`src/rtl/apb_master.sv`:
```
`default_nettype none
// ============================================================================
// Module   : apb_master
// Brief    : Single-beat command to APB3 requester with an ACCESS-phase watchdog.
// Revision : 1.0 - initial release
// ============================================================================
module apb_master #(
    parameter int ADDR_WIDTH = 10,
    parameter int DATA_WIDTH = 32,
    parameter int TIMEOUT    = 16
) (
    input  logic                  clk,
    input  logic                  rstn,
    input  logic                  i_cmd_valid,
    output logic                  o_cmd_ready,
    input  logic                  i_cmd_write,
    input  logic [ADDR_WIDTH-1:0] i_cmd_addr,
    input  logic [DATA_WIDTH-1:0] i_cmd_wdata,
    output logic                  o_rsp_valid,
    output logic [DATA_WIDTH-1:0] o_rsp_rdata,
    output logic                  o_rsp_err,
    output logic [ADDR_WIDTH-1:0] o_PADDR,
    output logic                  o_PSEL,
    output logic                  o_PENABLE,
    output logic                  o_PWRITE,
    output logic [DATA_WIDTH-1:0] o_PWDATA,
    input  logic                  i_PREADY,
    input  logic [DATA_WIDTH-1:0] i_PRDATA
);

    localparam int                 c_CNT_W    = $clog2(TIMEOUT) + 1;
    localparam logic [c_CNT_W-1:0] c_CNT_LAST = c_CNT_W'(TIMEOUT - 1);
    localparam logic [c_CNT_W-1:0] c_CNT_ONE  = c_CNT_W'(1);

    typedef enum logic [1:0] {
        S_IDLE   = 2'd0,
        S_SETUP  = 2'd1,
        S_ACCESS = 2'd2
    } state_t;

    state_t                  r_state;
    state_t                  w_next_state;
    logic                    w_accept;
    logic                    w_done;
    logic                    w_abort;
    logic [c_CNT_W-1:0]      r_cnt;
    logic                    r_psel;
    logic                    r_penable;
    logic                    r_pwrite;
    logic [ADDR_WIDTH-1:0]   r_paddr;
    logic [DATA_WIDTH-1:0]   r_pwdata;
    logic                    r_rsp_valid;
    logic [DATA_WIDTH-1:0]   r_rsp_rdata;
    logic                    r_rsp_err;

    assign w_accept = (r_state == S_IDLE) && i_cmd_valid;

    // PREADY is only looked at in ACCESS; it takes priority over the watchdog.
    always_comb begin
        w_next_state = r_state;
        w_done       = 1'b0;
        w_abort      = 1'b0;
        case (r_state)
            S_IDLE: begin
                if (i_cmd_valid) begin
                    w_next_state = S_SETUP;
                end
            end
            S_SETUP: begin
                w_next_state = S_ACCESS;
            end
            S_ACCESS: begin
                if (i_PREADY) begin
                    w_done       = 1'b1;
                    w_next_state = S_IDLE;
                end else if (r_cnt == c_CNT_LAST) begin
                    w_abort      = 1'b1;
                    w_next_state = S_IDLE;
                end
            end
            default: begin
                w_next_state = S_IDLE;
            end
        endcase
    end

    always_ff @(posedge clk or negedge rstn) begin
        if (!rstn) begin
            r_state   <= S_IDLE;
            r_psel    <= 1'b0;
            r_penable <= 1'b0;
            r_cnt     <= '0;
        end else begin
            r_state   <= w_next_state;
            r_psel    <= (w_next_state != S_IDLE);
            r_penable <= (w_next_state == S_ACCESS);
            if (w_accept) begin
                r_cnt <= '0;
            end else if ((r_state == S_ACCESS) && !w_done && !w_abort) begin
                r_cnt <= r_cnt + c_CNT_ONE;
            end
        end
    end

    // Bus address/direction/data are only refreshed on command accept.
    always_ff @(posedge clk or negedge rstn) begin
        if (!rstn) begin
            r_paddr  <= '0;
            r_pwrite <= 1'b0;
            r_pwdata <= '0;
        end else if (w_accept) begin
            r_paddr  <= i_cmd_addr;
            r_pwrite <= i_cmd_write;
            r_pwdata <= i_cmd_wdata;
        end
    end

    always_ff @(posedge clk or negedge rstn) begin
        if (!rstn) begin
            r_rsp_valid <= 1'b0;
            r_rsp_rdata <= '0;
            r_rsp_err   <= 1'b0;
        end else begin
            r_rsp_valid <= w_done | w_abort;
            if (w_done) begin
                r_rsp_rdata <= r_pwrite ? '0 : i_PRDATA;
                r_rsp_err   <= 1'b0;
            end else if (w_abort) begin
                r_rsp_rdata <= '0;
                r_rsp_err   <= 1'b1;
            end
        end
    end

    assign o_cmd_ready = (r_state == S_IDLE);
    assign o_PSEL      = r_psel;
    assign o_PENABLE   = r_penable;
    assign o_PWRITE    = r_pwrite;
    assign o_PADDR     = r_paddr;
    assign o_PWDATA    = r_pwdata;
    assign o_rsp_valid = r_rsp_valid;
    assign o_rsp_rdata = r_rsp_rdata;
    assign o_rsp_err   = r_rsp_err;

endmodule
`default_nettype wire

```
`config.mk`:
```
export PLATFORM = sky130hd
export DESIGN_NAME = apb_master
export DESIGN_NICKNAME = d
export VERILOG_FILES = /design/src/rtl/apb_master.sv
export SDC_FILE = /design/constraint.sdc
export NUM_CORES = 1
export LEC_CHECK = 0
export ABC_CLOCK_PERIOD_IN_PS = 2900
export BUFFER_PORTS_ARGS = -buffer_cell sky130_fd_sc_hd__buf_2
export CORE_MARGIN = 2
export CORE_UTILIZATION = 45
export DETAILED_ROUTE_END_ITERATION = 12
export PLACE_DENSITY_LB_ADDON = 0.2
export SLEW_MARGIN = 15
export SYNTH_ARGS = -nofsm -noshare
export SYNTH_HDL_FRONTEND = slang
export SYNTH_SLANG_ARGS = --single-unit
```
`constraint.sdc`:
```
create_clock -name clk -period 2.9 [get_ports clk]
set_input_delay 0.29 -clock clk [delete_from_list [all_inputs] [get_ports clk]]
set_output_delay 0.29 -clock clk [all_outputs]
set_load 0.03 [all_outputs]
```
==> reports/results.ini, run 1 <==
[outcome]
status=finished with violations
violations=negative hold slack

[finish]
drive_above_1_share=0.393
regArea_mm2=0.00215
multi_input_area_um2=947
fill_cells=612
fin_nets=533
area_growth_pct=34.9
diodes=0

[worst_setup_path]
cpMaxStageDelayCell=or4b_1
cp_num_cells=6
critPathMostFrequentCell=ha_1
cp_slowest_stage_delay_ns=0.64
crit_chain=ha_1 -> and3_1 -> ha_1 -> or4b_1 -> or3_1 -> a21oi_1
cp.required_ns=3.16
critical_path_peak_fanout=7
cp.buffers_inverters=0
cp_top_family=simple AND/OR/NAND/NOR gates
path_class=reg2reg
rr_worst_depth=6
worstPathArrival_ns=2.49
cp-start-kind=flip-flop
end_kind=flip-flop

[detailed_routing]
drt-pass1-iter-count=4
via_per_inst=4.76
wl_mm=7.11
vias=2622
wire_per_inst_um=12.9
drt_iter0_drc=100
ant_nets=0
drc_errors=0

[synthesis]
synth.avg_cell_area_um2=10.8
synth_nets=376
yosysMostFrequentCell=nand2_1
synth_area_leaders=dfrtp_1 (68%), nand2_1 (15%), a22o_1 (9.1%)
ys_seq_elements=86
synth_top_area_share=0.676
synthArstFlopShare=1.00
synthTopCellsByCount=nand2_1 (131), dfrtp_1 (86), a22o_1 (33)
synth_edf_count=0
yosysUniqueCellTypes=23
ys_seq_area_frac=0.676
synth_area_mm2=0.00318
yosys.area.top_type=dfrtp_1
synthCells=295
yosys_most_used_dff=dfrtp_1
yosys_warnings=0

[cts]
clk_latency_ns=0.34
cts.path.max_buffers=2
cts-root-buf=clkbuf_8
postCtsHoldBufs=0
cts_tree=done
cts_resized=0
cts_buffers=9
clk_pin_slew_ns=0.08
cts_sinks=86
postCtsSetupRepairBufs=0
htreeDepth=3

[power_and_ir_drop]
sw_frac_of_total=0.437
cellPowerDensity_mw_per_mm2=1230
clockPowerShare=0.179
pwr-share-seq=0.370
net-switching-power_mw=2.31
power.internal_mw=2.98
ir_drop_v=0.000560
power.static_leakage_nw=2.47
p_comb_frac=0.451

[timing]
slew_viol_final=0
finalClockSkew_ns=0.0101
rsz0062_at_grt=false
finalHoldViolCount=9
fmax_ghz=0.449
slew_headroom=0.493
setup_viol=0
fin_crit_ns=2.23
tightest_slew_ns=0.761
fin_crit_sh=0.767
finalSetupTns_ns=0
holdWs_ns=-0.0250

[global_routing]
met3_usage=0.0481
overflow=0
grt_use_met1=0.242
met2_usage=0.300
antenna_found_initial=0
grt_pass1_wl_mm=11.2
grt_max_degree=87
grt.busiest_layer=met2
grt_pass1_vias=2511
grtUsageTotal=0.185

[floorplan]
start_util=0.466
rows=30
core_area_mm2=0.00683
io-pin-count=159
fp.dieArea_mm2=0.00777
dieWidth_um=88.1
die_h_um=88.1

[place]
portBuffers=158
hpwl_mm=4.96
place_congestion=0.769

[min_path]
hold_path.class=in2async

[run]
max-cap-violations=0

[cell type report]
| class | instances | area share |
|---|---|---|
| flip-flops and latches | 86 | 0.501 |
| multi-input cells | 188 | 0.221 |
| repair buffers | 163 | 0.194 |
| clock buffers | 10 | 0.0297 |
| well taps | 96 | 0.0280 |
| clock inverters | 4 | 0.0227 |
| inverters | 4 | 0.00350 |
[worst paths after layout]
kind                                          start                     endpoint  slack, ns
min                                            rstn  o_rsp_rdata[28]$_DFFE_PN0P_      -0.02
min reg2reg                o_PWDATA[11]$_DFFE_PN0P_     o_PWDATA[11]$_DFFE_PN0P_       0.47
min in group clk                      i_cmd_addr[8]       o_PADDR[8]$_DFFE_PN0P_       0.14
max reg2reg                    r_cnt[0]$_DFFE_PN0P_         r_cnt[3]$_DFFE_PN0P_       0.67
max in group asynchronous                      rstn       o_PADDR[9]$_DFFE_PN0P_       2.39
max                            r_cnt[0]$_DFFE_PN0P_         r_cnt[3]$_DFFE_PN0P_       0.67
[power by group through the flow]
stage	clock (mW)	sequential [mW]	combinational, mW
detailed placement	0	1.98	2.42
global placement	0	1.97	2.37
global route	1.02	2.02	2.58
CTS	0.977	1.96	2.42
finish	0.949	1.96	2.39
floorplan	0	2.94	0.690
[per-layer routing]
layer  vias up  part of all wire
met5         -                 0
met4         0             0.016
met3        12             0.087
met2       106              0.46
met1      1226              0.44
li1       1278                 -
[sequential cells by signal, summed over array words and instances, names as in the netlist]
signal and flops:
o_PWDATA 32, o_rsp_err 1, o_PWRITE 1, o_rsp_rdata 32, o_PENABLE 1, o_rsp_valid 1
o_PSEL 1, r_cnt 5, o_PADDR 10, r_state 2
[cells in the final DEF (no fill, tap or decap), types with 2 or more instances in the layout]
cell type and n:
a21oi_1 3, a22o_1 33, buf_2 157, buf_4 5, bufinv_16 3, clkbuf_8 9, dfrtp_1 86, ha_1 2
inv_1 3, nand2_1 131, nand3_1 2, nor2_1 2, o21ai_0 4
[metrics by stage]
stage / util / instances / area [um2] / worst slack, ns / power (mW)
after floorplan: - / 295 / 3180 / 0.789 / 3.63
after global placement: 0.595 / 537 / 4070 / 0.725 / 4.34
after detailed placement: 0.595 / 537 / 4070 / 0.673 / 4.40
after CTS: 0.628 / 551 / 4290 / 0.665 / 5.36
after global routing: 0.629 / 551 / 4290 / 0.504 / 5.63
final: 0.629 / 551 / 4290 / 0.675 / 5.30
[kinds of logic after synthesis]
family | count (synthesis) | share of synthesized area
buffers and inverters | 21 | 0.0279
multiplexers | 1 | 0.00314
flip-flops | 86 | 0.676
adder cells (fa/ha/maj) | 2 | 0.00786
AND/OR/NAND/NOR | 143 | 0.179
AO/OA/AOI/OAI | 42 | 0.106
Power figures use the tool's default switching activity.
==> run 2, diff against run 1 <==
- ABC_AREA: unset -> 1
- ABC_CLOCK_PERIOD_IN_PS: 2900 -> 1950
- CORE_UTILIZATION: 45 -> 42
- clock period: 2.9 -> 1.95 ns (I/O delays scaled with it)
==> reports/results.ini, run 2 <==
[outcome]
status=completed  ; was finished with violations

[synthesis]
yosys_most_used_dff=dfrtp_1  ; unchanged
yosysUniqueCellTypes=18  ; was 23
yosys_warnings=0  ; unchanged
synth_nets=455  ; was 376
synth_edf_count=0  ; unchanged
ys_seq_area_frac=0.623  ; was 0.676
synthArstFlopShare=1.00  ; unchanged
yosysMostFrequentCell=nand2_1  ; unchanged
synth_area_leaders=dfrtp_1 (62%), nand2_1 (22%), nand3_1 (5.2%)  ; was dfrtp_1 (68%), nand2_1 (15%), a22o_1 (9.1%)
ys_seq_elements=86  ; unchanged
synth_top_area_share=0.623  ; was 0.676
synthTopCellsByCount=nand2_1 (204), dfrtp_1 (86), nand3_1 (36)  ; was nand2_1 (131), dfrtp_1 (86), a22o_1 (33)
yosys.area.top_type=dfrtp_1  ; unchanged
synth_area_mm2=0.00345  ; was 0.00318 mm2
synth.avg_cell_area_um2=9.24  ; was 10.8 um2
synthCells=374  ; was 295

[detailed_routing]
dr_wl_met3_um=735  ; was 620 um
via_per_inst=4.63  ; was 4.76
wire_per_inst_um=12.4  ; was 12.9 um
ant_nets=0  ; unchanged
drc_errors=0  ; unchanged
drt-pass1-iter-count=4  ; unchanged
drt-met1-wl_mm=3.56  ; was 3.13 mm
dr_wl_met2_mm=3.50  ; was 3.25 mm
vias=2973  ; was 2622
routed.top_layer=met4  ; unchanged
drt_iter0_drc=148  ; was 100
wl_mm=7.94  ; was 7.11 mm

[timing]
slew_headroom=0.597  ; was 0.493
finalSetupTns_ns=0  ; unchanged
fin_crit_sh=0.808  ; was 0.767
finalHoldViolCount=0  ; was 9
slew_viol_final=0  ; unchanged
finalClockSkew_ns=0.0104  ; was 0.0101 ns
setup_ws_ns=0.374  ; was 0.675 ns
tightest_slew_ns=0.604  ; was 0.761 ns
rsz0062_at_grt=false  ; unchanged
setup_viol=0  ; unchanged
fmax_ghz=0.635  ; was 0.449 GHz
holdWs_ns=0.0436  ; was -0.0250 ns
fin_crit_ns=1.58  ; was 2.23 ns

[worst_setup_path]
path_class=reg2reg  ; unchanged
cp-start-kind=flip-flop  ; unchanged
rr_worst_depth=8  ; was 6
critical_path_peak_fanout=34  ; was 7
cp.required_ns=2.22  ; was 3.16 ns
worstPathArrival_ns=1.85  ; was 2.49 ns
end_kind=flip-flop  ; unchanged

[place]
place_congestion=0.796  ; was 0.769
portBuffers=158  ; unchanged
hpwl_mm=5.32  ; was 4.96 mm
dpl_worst_slack_ns=0.402  ; was 0.673 ns
place_area_mm2=0.00428  ; was 0.00407 mm2

[power_and_ir_drop]
power.static_leakage_nw=2.68  ; was 2.47 nW
cellPowerDensity_mw_per_mm2=1840  ; was 1230 mW/mm2
ir_drop_v=0.000786  ; was 0.000560 V

[run]
max-cap-violations=0  ; unchanged

[cts]
clk_latency_ns=0.34  ; about the same
cts-root-buf=clkbuf_8  ; unchanged
htreeDepth=3  ; unchanged
cts.path.max_buffers=2  ; unchanged
cts_tree=done  ; unchanged
cts_buffers=9  ; unchanged
postCtsHoldBufs=1  ; was 0
cts_resized=0  ; unchanged
cts_sinks=86  ; unchanged
postCtsSetupRepairBufs=0  ; unchanged
clk_pin_slew_ns=0.09  ; was 0.08 ns

[global_routing]
grt_max_degree=47  ; was 87
grt_pass1_wl_mm=12.6  ; was 11.2 mm
overflow=0  ; unchanged
antenna_found_initial=0  ; unchanged
grtUsageTotal=0.180  ; was 0.185
grt_pass1_vias=2798  ; was 2511

[finish]
area_growth_pct=30.4  ; was 34.9%
layout_common_cells=nand2_1 (204), buf_2 (157), dfrtp_1 (86), nand3_1 (36), clkbuf_8 (10)  ; was buf_2 (157), nand2_1 (131), dfrtp_1 (86), a22o_1 (33), clkbuf_8 (9)
fin_area_mm2=0.00450  ; was 0.00429 mm2
fin_nets=614  ; was 533
final_common_cell=nand2_1  ; was buf_2
drive_above_1_share=0.349  ; was 0.393

[min_path]
hold_depth=3
hold_path.class=in2reg  ; was in2async

[floorplan]
rows=33  ; was 30
die_h_um=94.7  ; was 88.1 um
dieWidth_um=94.7  ; was 88.1 um
core_area_mm2=0.00809  ; was 0.00683 mm2
start_util=0.427  ; was 0.466
fp.dieArea_mm2=0.00897  ; was 0.00777 mm2
io-pin-count=159  ; unchanged

## run 2: cell families after synthesis
group / Yosys count / share of synthesized area
xor+xnor: 1 / 0.00254
simple gates: 249 / 0.293
buf+inv: 28 / 0.0616
flops: 86 / 0.623
compound gates: 8 / 0.0127
fa+ha+maj: 2 / 0.00724
## run 2: cell type report
| class | count | area [um2] |
|---|---|---|
| Fill cell | 766 | 3590 |
| Multi-Input combinational cell | 260 | 1090 |
| Tap cell | 105 | 131 |
| Inverter | 11 | 43.8 |
| Timing Repair Buffer | 165 | 873 |
| Clock buffer | 10 | 138 |
| Clock inverter | 4 | 72.6 |
| Antenna cell | 1 | 2.50 |
| Sequential cell | 86 | 2150 |
## run 2: final timing paths
kind | start | endpoint | slack [ns]
min in group asynchronous | rstn | o_rsp_rdata[2]$_DFFE_PN0P_ | 0.43
hold / removal | i_cmd_wdata[14] | o_PWDATA[14]$_DFFE_PN0P_ | 0.04
max in group asynchronous | rstn | o_PWDATA[16]$_DFFE_PN0P_ | 0.88
setup reg to reg | r_cnt[0]$_DFFE_PN0P_ | o_rsp_rdata[15]$_DFFE_PN0P_ | 0.37
hold reg to reg | o_rsp_rdata[10]$_DFFE_PN0P_ | o_rsp_rdata[10]$_DFFE_PN0P_ | 0.48
setup / recovery | r_cnt[0]$_DFFE_PN0P_ | o_rsp_rdata[15]$_DFFE_PN0P_ | 0.37
## run 2: per-layer routing
layer,track usage,vias up
met5,0,-
met3,0.0527,14
met1,0.236,1352
li1,-,1472
met4,0.0785,0
met2,0.280,135
## run 2: through the flow
step / total power, mW / cells / util
after floorplan: 5.88 / 374 / -
after global placement: 6.93 / 626 / 0.529
after detailed placement: 7.01 / 626 / 0.529
after CTS: 8.38 / 641 / 0.556
after global routing: 8.86 / 641 / 0.556
final: 8.28 / 642 / 0.556
## run 2: critical path: stages (launching register included)
cell,delay (ns)
dfrtp_1,0.42
ha_1,0.23
nand2_1,0.06
nor2_1,0.04
ha_1,0.22
o21ai_2,0.19
buf_12,0.21
nand2_1,0.08
nand2_1,0.06
## run 2: report_power, final
part | total (mW) | switching, mW | leakage, nW | internal [mW]
clock | 1.34 | 0.594 | 0.104 | 0.741
combinational | 3.92 | 2.85 | 1.49 | 1.07
sequential | 3.02 | 0.436 | 1.09 | 2.59
total | 8.28 | 3.88 | 2.68 | 4.40
==> run 3, diff against run 2 <==
- ABC_CLOCK_PERIOD_IN_PS: 1950 -> 1400
- clock period: 1.95 -> 1.4 ns (I/O delays scaled with it)
==> reports/results.ini, run 3 (synthesis results as in run 2) <==
[floorplan]
die_h_um=94.7  ; unchanged
core_area_mm2=0.00809  ; unchanged
fp.dieArea_mm2=0.00897  ; unchanged
io-pin-count=159  ; unchanged
rows=33  ; unchanged
start_util=0.427  ; unchanged
dieWidth_um=94.7  ; unchanged

[detailed_routing]
wire_per_inst_um=12.9  ; was 12.4 um
drc_errors=0  ; unchanged
vias=3215  ; was 2973
wl_mm=8.88  ; was 7.94 mm
via_per_inst=4.65  ; was 4.63
drt_iter0_drc=108  ; was 148
drt-pass1-iter-count=4  ; unchanged
ant_nets=0  ; unchanged

[run]
max-cap-violations=0  ; unchanged

[finish]
fin_area_mm2=0.00505  ; was 0.00450 mm2
area_growth_pct=46.1  ; was 30.4%
diodes=0  ; was 1
layout_common_cells=nand2_1 (202), buf_2 (156), dfrtp_1 (86), dlygate4sd3_1 (42), nand3_1 (35)  ; was nand2_1 (204), buf_2 (157), dfrtp_1 (86), nand3_1 (36), clkbuf_8 (10)
regArea_mm2=0.00215  ; unchanged
drive_above_1_share=0.350  ; was 0.349
multi_input_area_mm2=0.00115  ; was 0.00109 mm2
fin_nets=662  ; was 614
fill_cells=714  ; was 766
final_common_cell=nand2_1  ; unchanged

[worst_setup_path]
critical_path_peak_fanout=34  ; unchanged
cp.required_ns=1.65  ; was 2.22 ns
cp_slowest_stage_delay_ns=0.40  ; was 0.42 ns
cp_top_family=flip-flops  ; was adder cells
cp-start-kind=flip-flop  ; unchanged
worstPathArrival_ns=1.73  ; was 1.85 ns
crit_chain=ha_2 -> nand2_2 -> nor2_2 -> ha_4 -> o21ai_4 -> buf_12 -> nand2_1 -> o21ai_0  ; was ha_1 -> nand2_1 -> nor2_1 -> ha_1 -> o21ai_2 -> buf_12 -> nand2_1 -> nand2_1
cp.buffers_inverters=1  ; unchanged
cpMaxStageDelayCell=dfrtp_1  ; unchanged
path_class=reg2reg  ; unchanged
end_kind=flip-flop  ; unchanged

[cts]
htreeDepth=3  ; unchanged
cts_sinks=86  ; unchanged
cts_buffers=9  ; unchanged
clk_latency_ns=0.34  ; about the same
cts_tree=done  ; unchanged
cts-root-buf=clkbuf_8  ; unchanged
cts.path.max_buffers=2  ; unchanged
clk_pin_slew_ns=0.08  ; was 0.09 ns

[power_and_ir_drop]
power.static_leakage_nw=2.90  ; was 2.68 nW
ir_drop_v=0.00137  ; was 0.000786 V
cellPowerDensity_mw_per_mm2=2330  ; was 1840 mW/mm2

[timing]
slew_viol_final=0  ; unchanged
rsz0062_at_grt=true  ; was false
finalClockSkew_ns=0.0142  ; was 0.0104 ns
finalSetupTns_ns=-1.02  ; was 0 ns
fin_crit_sh=1.05  ; was 0.808
setup_ws_ns=-0.0740  ; was 0.374 ns
slew_headroom=0.695  ; was 0.597
tightest_slew_ns=0.457  ; was 0.604 ns
finalHoldViolCount=0  ; unchanged
setup_viol=33  ; was 0
fin_crit_ns=1.47  ; was 1.58 ns
holdWs_ns=0.0133  ; was 0.0436 ns
fmax_ghz=0.678  ; was 0.635 GHz

[global_routing]
grt_pass1_vias=3021  ; was 2798
grt_max_degree=87  ; was 47
grt_pass1_wl_mm=14.1  ; was 12.6 mm
grtUsageTotal=0.200  ; was 0.180
overflow=0  ; unchanged
antenna_found_initial=0  ; unchanged

[min_path]
hold_path.class=in2reg  ; unchanged

[place]
hpwl_mm=5.52  ; was 5.32 mm
dpl_worst_slack_ns=-0.0472  ; was 0.402 ns
portBuffers=158  ; unchanged
place_area_mm2=0.00437  ; was 0.00428 mm2
place_congestion=0.807  ; was 0.796

[outcome]
status=finished with violations  ; was completed
violations=negative setup slack

==> run 3: cell count changes in the layout (fill, tap and decap cells not counted), moves of 3 or more <==
cell,previous run,this run
buf_12,2,6
dlygate4sd3_1,1,42
buf_4,5,8
nor2_4,0,3
==> run 3: worst reg2reg max path, stage by stage (launching register included) <==
cell,delay [ns]
dfrtp_1,0.40
ha_2,0.20
nand2_2,0.07
nor2_2,0.05
ha_4,0.18
o21ai_4,0.14
buf_12,0.20
nand2_1,0.08
o21ai_0,0.08
==> run 3: layout make-up <==
type,instances,area share
Multi-Input combinational cell,260,0.227
Tap cell,105,0.0260
Clock inverter,6,0.00893
Clock buffer,10,0.0273
Inverter,11,0.00868
Sequential cell,86,0.426
Timing Repair Buffer,213,0.275
==> run 3: per-stage QoR <==
step | total power [mW] | cells | utilization
2_1_floorplan | 8.20 | 374 | -
3_3_place_gp | 9.87 | 630 | 0.540
3_5_place_dp | 9.97 | 630 | 0.540
4_1_cts | 11.7 | 690 | 0.618
5_1_grt | 12.6 | 691 | 0.624
6_report | 11.7 | 691 | 0.624
==> run 3: final timing paths <==
check                      depth (start not counted)                           to  slack (ns)                       start
setup / recovery                                   8        o_rsp_err$_DFFE_PN0P_       -0.07        r_cnt[0]$_DFFE_PN0P_
hold reg to reg                                    2   o_rsp_rdata[5]$_DFFE_PN0P_        0.48  o_rsp_rdata[5]$_DFFE_PN0P_
min in group asynchronous                          3  o_rsp_rdata[25]$_DFFE_PN0P_        0.34                        rstn
hold / removal                                     3       o_PADDR[3]$_DFFE_PN0P_        0.01               i_cmd_addr[3]
setup reg to reg                                   8        o_rsp_err$_DFFE_PN0P_       -0.07        r_cnt[0]$_DFFE_PN0P_
max in group asynchronous                          3       o_PADDR[3]$_DFFE_PN0P_        0.68                        rstn
==> run 3: what timing repair did <==
action	CTS	global route
pin swaps	1	2
hold buffers	42	0
cloned	0	0
hold endpoints to repair	127	0
buffers inserted	2	1
resized for setup	3	11
endpoints found under the setup margin	40	42
==> run 3: per-layer routing <==
layer  part of all wire  GRT usage  up-vias
met4             0.0089     0.0640        0
met5                  0          0        -
met2               0.46      0.319      140
li1                   -          -     1574
met1               0.44      0.268     1495
met3              0.086     0.0535        6
==> run 3: power by group <==
group	internal [mW]	switching (mW)	total, mW
Sequential	3.60	0.633	4.23
Combinational	1.79	4.10	5.89
Clock	0.703	0.909	1.61
